**config.mk**
```make
export PLATFORM = sky130hd
export DESIGN_NAME = fifo_sync
export DESIGN_NICKNAME = d
export VERILOG_FILES = /design/src/rtl/fifo_sync_ram.sv /design/src/rtl/fifo_sync.sv
export SDC_FILE = /design/constraint.sdc
export NUM_CORES = 2
export LEC_CHECK = 0
export ABC_AREA = 1
export CAP_MARGIN = 30
export CORE_UTILIZATION = 40
export CTS_CLUSTER_DIAMETER = 60
export DETAILED_ROUTE_END_ITERATION = 16
export HOLD_SLACK_MARGIN = 0.06
export PLACE_DENSITY_LB_ADDON = 0.15
export SLEW_MARGIN = 20
export SYNTH_ARGS = -nofsm -noshare
export SYNTH_HDL_FRONTEND = slang
export SYNTH_SLANG_ARGS = --single-unit
```
**constraint.sdc**
```tcl
create_clock -name i_clk -period 3.2 [get_ports i_clk]
set_input_delay 0.48 -clock i_clk [delete_from_list [all_inputs] [get_ports i_clk]]
set_output_delay 0.48 -clock i_clk [all_outputs]
set_load 0.02 [all_outputs]
```
**src/rtl/fifo_sync_ram.sv**
```systemverilog
// rtl/fifo_sync_ram.sv - WIDTH x DEPTH storage, synchronous write, asynchronous read.
module fifo_sync_ram #(
    parameter int WIDTH = 8,
    parameter int DEPTH = 256,
    localparam int AW = $clog2(DEPTH)
) (
    input  logic             clk,
    input  logic             we,
    input  logic [AW-1:0]    waddr,
    input  logic [WIDTH-1:0] wdata,
    input  logic [AW-1:0]    raddr,
    output logic [WIDTH-1:0] rdata
);

    logic [WIDTH-1:0] mem [DEPTH];

    always_ff @(posedge clk) begin
        if (we) begin
            mem[waddr] <= wdata;
        end
    end

    assign rdata = mem[raddr];

endmodule

```
**src/rtl/fifo_sync.sv**
```systemverilog
// rtl/fifo_sync.sv - Parametrised synchronous FIFO with thresholds, sticky errors, flush and FWFT option.
module fifo_sync #(
    parameter int WIDTH    = 8,
    parameter int DEPTH    = 256,
    parameter int AF_LEVEL = DEPTH - 1,
    parameter int AE_LEVEL = 1,
    parameter int FWFT     = 0,
    localparam int CW      = $clog2(DEPTH) + 1
) (
    input  logic             i_clk,
    input  logic             i_rst,
    input  logic             i_en,
    input  logic             i_clr,
    input  logic             i_push,
    input  logic [WIDTH-1:0] i_data,
    input  logic             i_pop,
    output logic [WIDTH-1:0] o_data,
    output logic             o_valid,
    output logic             o_full,
    output logic             o_empty,
    output logic [CW-1:0]    o_count,
    output logic             o_almost_full,
    output logic             o_almost_empty,
    output logic             o_overflow,
    output logic             o_underflow
);

    localparam int FWFT_OFF = 0;
    localparam int FWFT_ON  = 1;
    localparam int AW       = $clog2(DEPTH);

    if (DEPTH < 2 || (DEPTH & (DEPTH - 1)) != 0) begin : g_bad_depth
        $error("fifo_sync: DEPTH must be a power of two and at least 2");
    end

    logic [CW-1:0]    wr_ptr, rd_ptr, wr_ptr_nx, rd_ptr_nx, count_nx, count_q;
    logic             full_q, empty_q, af_q, ae_q, ovf_q, unf_q;
    logic             pop_ok, push_ok;
    logic [WIDTH-1:0] ram_rdata;

    assign pop_ok  = i_pop & ~empty_q;
    // A full FIFO can still take a word when the head leaves in the same cycle.
    assign push_ok = i_push & (~full_q | pop_ok);

    always_comb begin
        wr_ptr_nx = wr_ptr;
        rd_ptr_nx = rd_ptr;
        if (i_clr) begin
            wr_ptr_nx = '0;
            rd_ptr_nx = '0;
        end else begin
            if (push_ok) wr_ptr_nx = wr_ptr + CW'(1);
            if (pop_ok)  rd_ptr_nx = rd_ptr + CW'(1);
        end
        count_nx = wr_ptr_nx - rd_ptr_nx;
    end

    always_ff @(posedge i_clk or posedge i_rst) begin
        if (i_rst) begin
            wr_ptr  <= '0;
            rd_ptr  <= '0;
            count_q <= '0;
            full_q  <= 1'b0;
            empty_q <= 1'b1;
            af_q    <= (AF_LEVEL == 0);
            ae_q    <= 1'b1;
            ovf_q   <= 1'b0;
            unf_q   <= 1'b0;
        end else if (i_en) begin
            wr_ptr  <= wr_ptr_nx;
            rd_ptr  <= rd_ptr_nx;
            count_q <= count_nx;
            full_q  <= (count_nx == CW'(DEPTH));
            empty_q <= (count_nx == '0);
            af_q    <= (count_nx >= CW'(AF_LEVEL));
            ae_q    <= (count_nx <= CW'(AE_LEVEL));
            if (i_clr) begin
                ovf_q <= 1'b0;
                unf_q <= 1'b0;
            end else begin
                if (i_push && !push_ok) ovf_q <= 1'b1;
                if (i_pop && !pop_ok)   unf_q <= 1'b1;
            end
        end
    end

    fifo_sync_ram #(
        .WIDTH(WIDTH),
        .DEPTH(DEPTH)
    ) u_ram (
        .clk  (i_clk),
        .we   (i_en & ~i_clr & push_ok),
        .waddr(wr_ptr[AW-1:0]),
        .wdata(i_data),
        .raddr(rd_ptr[AW-1:0]),
        .rdata(ram_rdata)
    );

    if (FWFT == FWFT_ON) begin : g_fwft
        assign o_data  = ram_rdata;
        assign o_valid = ~empty_q;
    end else begin : g_registered
        logic [WIDTH-1:0] rdata_q;
        logic             rvalid_q;

        always_ff @(posedge i_clk or posedge i_rst) begin
            if (i_rst) begin
                rdata_q  <= '0;
                rvalid_q <= 1'b0;
            end else if (i_en) begin
                if (i_clr) begin
                    rdata_q  <= '0;
                    rvalid_q <= 1'b0;
                end else begin
                    rvalid_q <= pop_ok;
                    if (pop_ok) rdata_q <= ram_rdata;
                end
            end
        end

        assign o_data  = rdata_q;
        assign o_valid = rvalid_q;
    end

    assign o_full         = full_q;
    assign o_empty        = empty_q;
    assign o_count        = count_q;
    assign o_almost_full  = af_q;
    assign o_almost_empty = ae_q;
    assign o_overflow     = ovf_q;
    assign o_underflow    = unf_q;

`ifdef FORMAL
    a_count_bound: assert property (@(posedge i_clk) disable iff (i_rst)
        count_q <= CW'(DEPTH));
    a_full_empty: assert property (@(posedge i_clk) disable iff (i_rst)
        !(full_q && empty_q));
    a_hold_when_disabled: assert property (@(posedge i_clk) disable iff (i_rst)
        !i_en |=> ($stable(wr_ptr) && $stable(rd_ptr)));
`endif

endmodule

```
-- Word level (Yosys, flattened, before mapping)
Memories as Yosys holds them, arrays and structs flattened.
Index checks and enable logic that the tools add are counted.
- muxes and demuxes: 13
- eq/ne operators: 1
- add/sub/neg operators: 3
- magnitude comparators: 2
- bitwise operators: 8
- reduce and logical (&&, ||, !) cells: 11
- operators with widths (operator ; number):
    $mux W9 ; 4
    $add A9 B1 Y9 const B ; 2
    $mux W8 ; 2
    $eq A9 B9 Y1 const B ; 1
    $ge A9 B8 Y1 const B ; 1
    $le A9 B1 Y1 const B ; 1
    $logic_not A9 Y1 ; 1
    $sub A9 B9 Y9 ; 1
    $mux W1 ; 7
    $reduce_and A2 Y1 ; 3
    $reduce_bool A2 Y1 ; 3
    $and A1 B1 Y1 ; 4
    $not A1 Y1 ; 3
    $logic_and A1 B1 Y1 ; 2
    $logic_not A1 Y1 ; 2
    $or A1 B1 Y1 ; 1
- logic and storage cells: 50
- RAM bits: 2048
- memories kept: 1
- input bits: 14
- register bits: 42
- output and inout port bits: 24
- memories (name ; depth ; bits a word ; read ports ; clocked after Yosys merged registers in ; write ports ; RTL line ; source):
    u_ram.mem ; 256 ; 8 ; 1 ; 0 ; 1 ; fifo_sync_ram.sv:15 ; logic [WIDTH-1:0] mem [DEPTH];

-- Longest topological paths before layout
- word-level depth: 8
- gate-level depth with buffers: 26
- mapped depth without buffers: 26

-- Modules after synthesis
From an unflattened synthesis, not the netlist that was laid out.
- cell total of the unflattened synthesis: 7342
- area total of the unflattened synthesis: 85854.8 um^2
- by module, submodules not included (module ; seq. area each (um^2) ; times used ; area an instance (um^2) ; cells an instance):
    fifo_sync_ram ; 61499.0 ; 1 ; 83236.1 ; 6995
    fifo_sync ; 1053.5 ; 1 ; 2618.8 ; 347

-- Worst setup path before layout
Ideal clock, no wire load.
- kind: register to register
- start point: register empty_q (netlist: o_empty)
- end point: register full_q (netlist: o_full)
- arrival time: 2.895 ns
- data required time: 3.135 ns
- cell stages (with the launch flop): 24
- clock period less this slack: 2.960 ns
- path buffers: 0
- library setup time: 0.065 ns
- slack: 0.240 ns
- path through: dfstp_2 inv_1 nand2_1 nand2_1 nand2_1 inv_1 nand4_1 nor2_1 inv_1 nand2_1 a21oi_1 ha_1 nand2_1 inv_1 o21ai_0 nand3_1 or2_2 nand2_1 nand2_1 inv_1 nand2_1 nor2_1 nand4_1 nand2_1
- longest elaborated chain between the ends: 8
- elaborated cells between the ends (all ways): 10
- classes of those cells: 1 x add/sub; 1 x eq/ne; 4 x mux; 4 x bitwise
- ends and longest elaborated chain (what ; RTL line ; source):
    from (decl) ; fifo_sync.sv:37 ; logic full_q, empty_q, af_q, ae_q, ovf_q, unf_q;
    from (signal assigned) ; fifo_sync.sv:74 ; empty_q <= (count_nx == '0);
    $not A1 Y1 ; fifo_sync.sv:41 ; assign pop_ok = i_pop & ~empty_q;
    $and A1 B1 Y1 ; fifo_sync.sv:41 ;
    $or A1 B1 Y1 ; fifo_sync.sv:43 ; assign push_ok = i_push & (~full_q | pop_ok);
    $and A1 B1 Y1 ; fifo_sync.sv:43 ;
    $mux W9 ; fifo_sync.sv:52 ; if (push_ok) wr_ptr_nx = wr_ptr + CW'(1);
    $mux W9 ; fifo_sync.sv:48 ; if (i_clr) begin
    via wr_ptr_nx[3] ; fifo_sync.sv:36 ; logic [CW-1:0] wr_ptr, rd_ptr, wr_ptr_nx, rd_ptr_nx, count_nx, count_q;
    $sub A9 B9 Y9 ; fifo_sync.sv:55 ; count_nx = wr_ptr_nx - rd_ptr_nx;
    $eq A9 B9 Y1 ; fifo_sync.sv:73 ; full_q <= (count_nx == CW'(DEPTH));
    to (signal assigned) ; fifo_sync.sv:73 ;
    to (decl) ; fifo_sync.sv:37 ;
The timed path passes the listed nets, and every way through them passes these cells.
A chain may end at the register's enable or synchronous reset.

-- Final worst setup path
- start point: register rd_ptr[0]
- end point: register g_registered.rdata_q[1] (netlist: o_data[1])
- longest elaborated chain between the ends: 3
- ends and longest elaborated chain (what ; RTL line ; source):
    from (decl) ; fifo_sync.sv:36 ;
    from (signal assigned) ; fifo_sync.sv:71 ; rd_ptr <= rd_ptr_nx;
    $mem_v2 Z256 W8 ; n/a ;
    $mux W8 ; fifo_sync.sv:116 ; if (pop_ok) rdata_q <= ram_rdata;
    $mux W8 ; fifo_sync.sv:111 ; if (i_clr) begin
    to (signal assigned) ; fifo_sync.sv:116 ;
    to (decl) ; fifo_sync.sv:103 ; logic [WIDTH-1:0] rdata_q;
Every way passes these cells. The select of a mux whose other input is x is not followed.

==> results.toml <==
[synthesis]
ys_warn_count = 0
synth_nets = 8326
synth-main-ff-cell = "edfxtp_1"
synth_edf_count = 2048
synthCells = 8298
synth-seq-area-share_pct = 70.3
async_flop_share_pct = 2.01
ys_ff_latch = 2090
synthesis.area_um2 = 89000
avgSynthCellArea_um2 = 10.7
yosysUniqueCellTypes = 39

[final_layout]
mostFrequentLayoutCells = "2344 x nand2_1, 2048 x edfxtp_1, 1186 x nor2_1"
finish.utilization_pct = 46.7
nNetsFinal = 8657
final_cells = 11800
area_delta_synth_final_pct = 15.8
drive_gt1_share_pct = 10.6
final_common_cell = "nand2_1"
n_fill_cell = 20300

[floorplanning]
die_h_um = 474
io-pin-count = 38
start_util_pct = 40.4
die_w_um = 474
coreArea_um2 = 220000
die-area_um2 = 224000
row_count = 172

[timing]
rsz0062_at_grt = "yes"
post-route-min-period_ns = 3.16
period_share_pct = 98.6
relSlewSlack_pct = 41.0
slew_viol_final = 0
finalClockSkew_ns = 0.0537
fmax_ghz = 0.317
tightest_slew_ns = 0.885
setup_viol = 0
hold_viol_final = 0

[power_and_ir_drop]
pwr-share-comb_pct = 11.7
power.total_mw = 63.1
cellLeakagePower_nw = 39.6
internal_power_mw = 46.7
power_frac_clock_pct = 40.4
seq_power_share_pct = 47.9
ir_worst_vdd_mv = 0.669
switching_power_mw = 16.3
p_sw_share_pct = 25.9
power.density_nw_per_um2 = 612

[global_routing]
use_met3_pct = 3.20
top_usage_layer = "met2"
first_global_vias = 58300
grt_overflow = 0
grt_max_degree = 173
grtUsageMet2_pct = 37.9
grt_pass1_wl_um = 384000
grt_util_met1_pct = 31.4
antenna_found_initial = 7
grtUsageTotal_pct = 23.0

[worst_setup_path]
r2r-end = "o_data[1]"
r2r-start = "rd_ptr[0]"
critPathLaunchType = "flop"
worstSetupEndpoint = "o_data[1]"
crit_required_ns = 4.01
cp-startpoint = "rd_ptr[0]"
critPathKind = "flop to flop"
cp-end-kind = "flop"
worst-r2r-cell-count = 15
rrSetupSlack_ns = 0.04
crit_arrival_ns = 3.96
cp_max_fo = 62

[place]
dp_hpwl_um = 153000
place_inst = 11300
port_buffers = 37
place_congestion = 0.854

[worst_hold_path]
min_from = "i_data[2]"
holdCritPathClass = "input pin to flop"

[route]
drt_pre_antenna_iters = 9
wirelength_um = 261000
drc = 0
via_count = 60000
route.detailed.wl_per_inst_um = 22.2
viasPerCell = 5.09
drt_iter0_drc = 5896
ant_nets = 0

[cts]
post_cts_buffers = 0
htreeDepth = 4
clock_latency_ns = 0.88
cts_tree = "built"
path_clk_slew_ns = 0.06
cts.sinks = 2090
cts_buffers = 225
clock_tree.root_cell = "clkbuf_16"
clockBufferDepth = 3

[job]
max_cap_violations = 0

[outcome]
status = "finished, final reports clean"
critical path, cell delays in order, from the launching register on:
cell and delay (ns):
dfrtp_4 0.59, inv_8 0.12, buf_16 0.32, buf_16 0.30, nand2_1 0.08, nand2_1 0.11
nand2_1 0.06, a21oi_1 0.19, nor2_1 0.09, nand2_1 0.16, nand3_1 0.26, nand3_1 0.18
nand3_1 0.24, nand2_1 0.15, nand2_1 0.06, nand2_1 0.09
final cells by class:
type,instances,area [um2],share of cell area [%]
Sequential cell,2090,62600,60.7
Inverter,663,2510,2.44
Clock inverter,134,1330,1.29
Antenna cell,4,10.0,0.00972
Tap cell,2958,3700,3.59
Multi-Input combinational cell,5073,21500,20.8
Timing Repair Buffer,576,5520,5.36
Clock buffer,284,5910,5.74
per-layer routing:
layer | vias up | wire, um
met2 | 1748 | 125000
met3 | 384 | 14900
li1 | 28400 | -
met4 | 0 | 8040
met1 | 29400 | 114000
met5 | - | 0
state kept, by name, summed over array words and instances, names as in the netlist:
name and cells:
o_overflow 1, o_count 9, o_underflow 1, o_almost_full 1, o_empty 1, u_ram.mem 2048, rd_ptr 9, o_full 1
o_valid 1, o_data 8, o_almost_empty 1, wr_ptr 9
synth_stat cells, types with 7 or more instances:
cell type,number,area [um2]
nor2_1,1190,4470
nor3_1,15,75.1
o21ai_0,452,2260
ha_1,13,163
clkbuf_1,122,458
inv_1,642,2410
o211ai_1,62,465
inv_2,14,52.6
nand2_1,2359,8850
or2_2,18,113
buf_2,196,981
o21ai_1,91,455
buf_6,44,495
dfrtp_1,40,1000
buf_1,47,176
o22ai_1,8,50.1
nand4_1,8,50.1
edfxtp_1,2048,61500
nand3_1,744,3720
clkinv_1,7,26.3
a21oi_1,85,425
buf_4,61,458
worst min path at each step:
| stage | endpoint | slack, ns | cells past startpoint |
|---|---|---|---|
| after floorplan | rd_ptr[8] | 0.48 | 2 |
| after global placement | o_almost_empty | 0.47 | 2 |
| after detailed placement | o_almost_empty | 0.47 | 2 |
| after CTS | u_ram.mem[42][2] | 0.09 | 1 |
| after global routing | u_ram.mem[42][2] | 0.11 | 1 |
| final | u_ram.mem[42][2] | 0.13 | 1 |
cells by family (layout without fill, tap and decap cells):
kind of cell               Yosys count  count (layout)  synth area share (%)
buffers and inverters             1135            1657                  5.72
and+or+nand+nor                   4349            4349                  19.6
other                                0               4                     0
AOI/OAI and AO/OA                  705             705                  4.17
xor gates and xnor gates             5               5                0.0492
adders and majority gates           14              14                 0.205
DFF                               2090            2090                  70.3
power groups by stage:
stage	Clock, mW	Sequential [mW]	Combinational (mW)
final	25.5	30.2	7.37
after global placement	0	30.8	7.23
after floorplan	0	30.8	4.44
after CTS	25.9	30.2	7.29
after global routing	26.9	30.2	8.12
after detailed placement	0	30.8	7.26
what timing repair did:
item,in CTS,in global routing
setup endpoints to repair,0,13
hold endpoints to repair,135,0
gates resized for setup,0,38
hold buffers,7,0
stage by stage:
stage | area (um2) | setup TNS (ns) | setup slack [ns] | hold WS (ns)
after floorplan | 89000 | 0 | 0.240 | 0.475
after global placement | 95400 | -3.21 | -0.608 | 0.469
after detailed placement | 95400 | -1.84 | -0.399 | 0.467
after CTS | 103000 | 0 | 0.0815 | 0.0947
after global routing | 103000 | -0.0157 | -0.00685 | 0.109
final | 103000 | 0 | 0.0443 | 0.129
No activity file was read; power rests on OpenSTA's default activity.
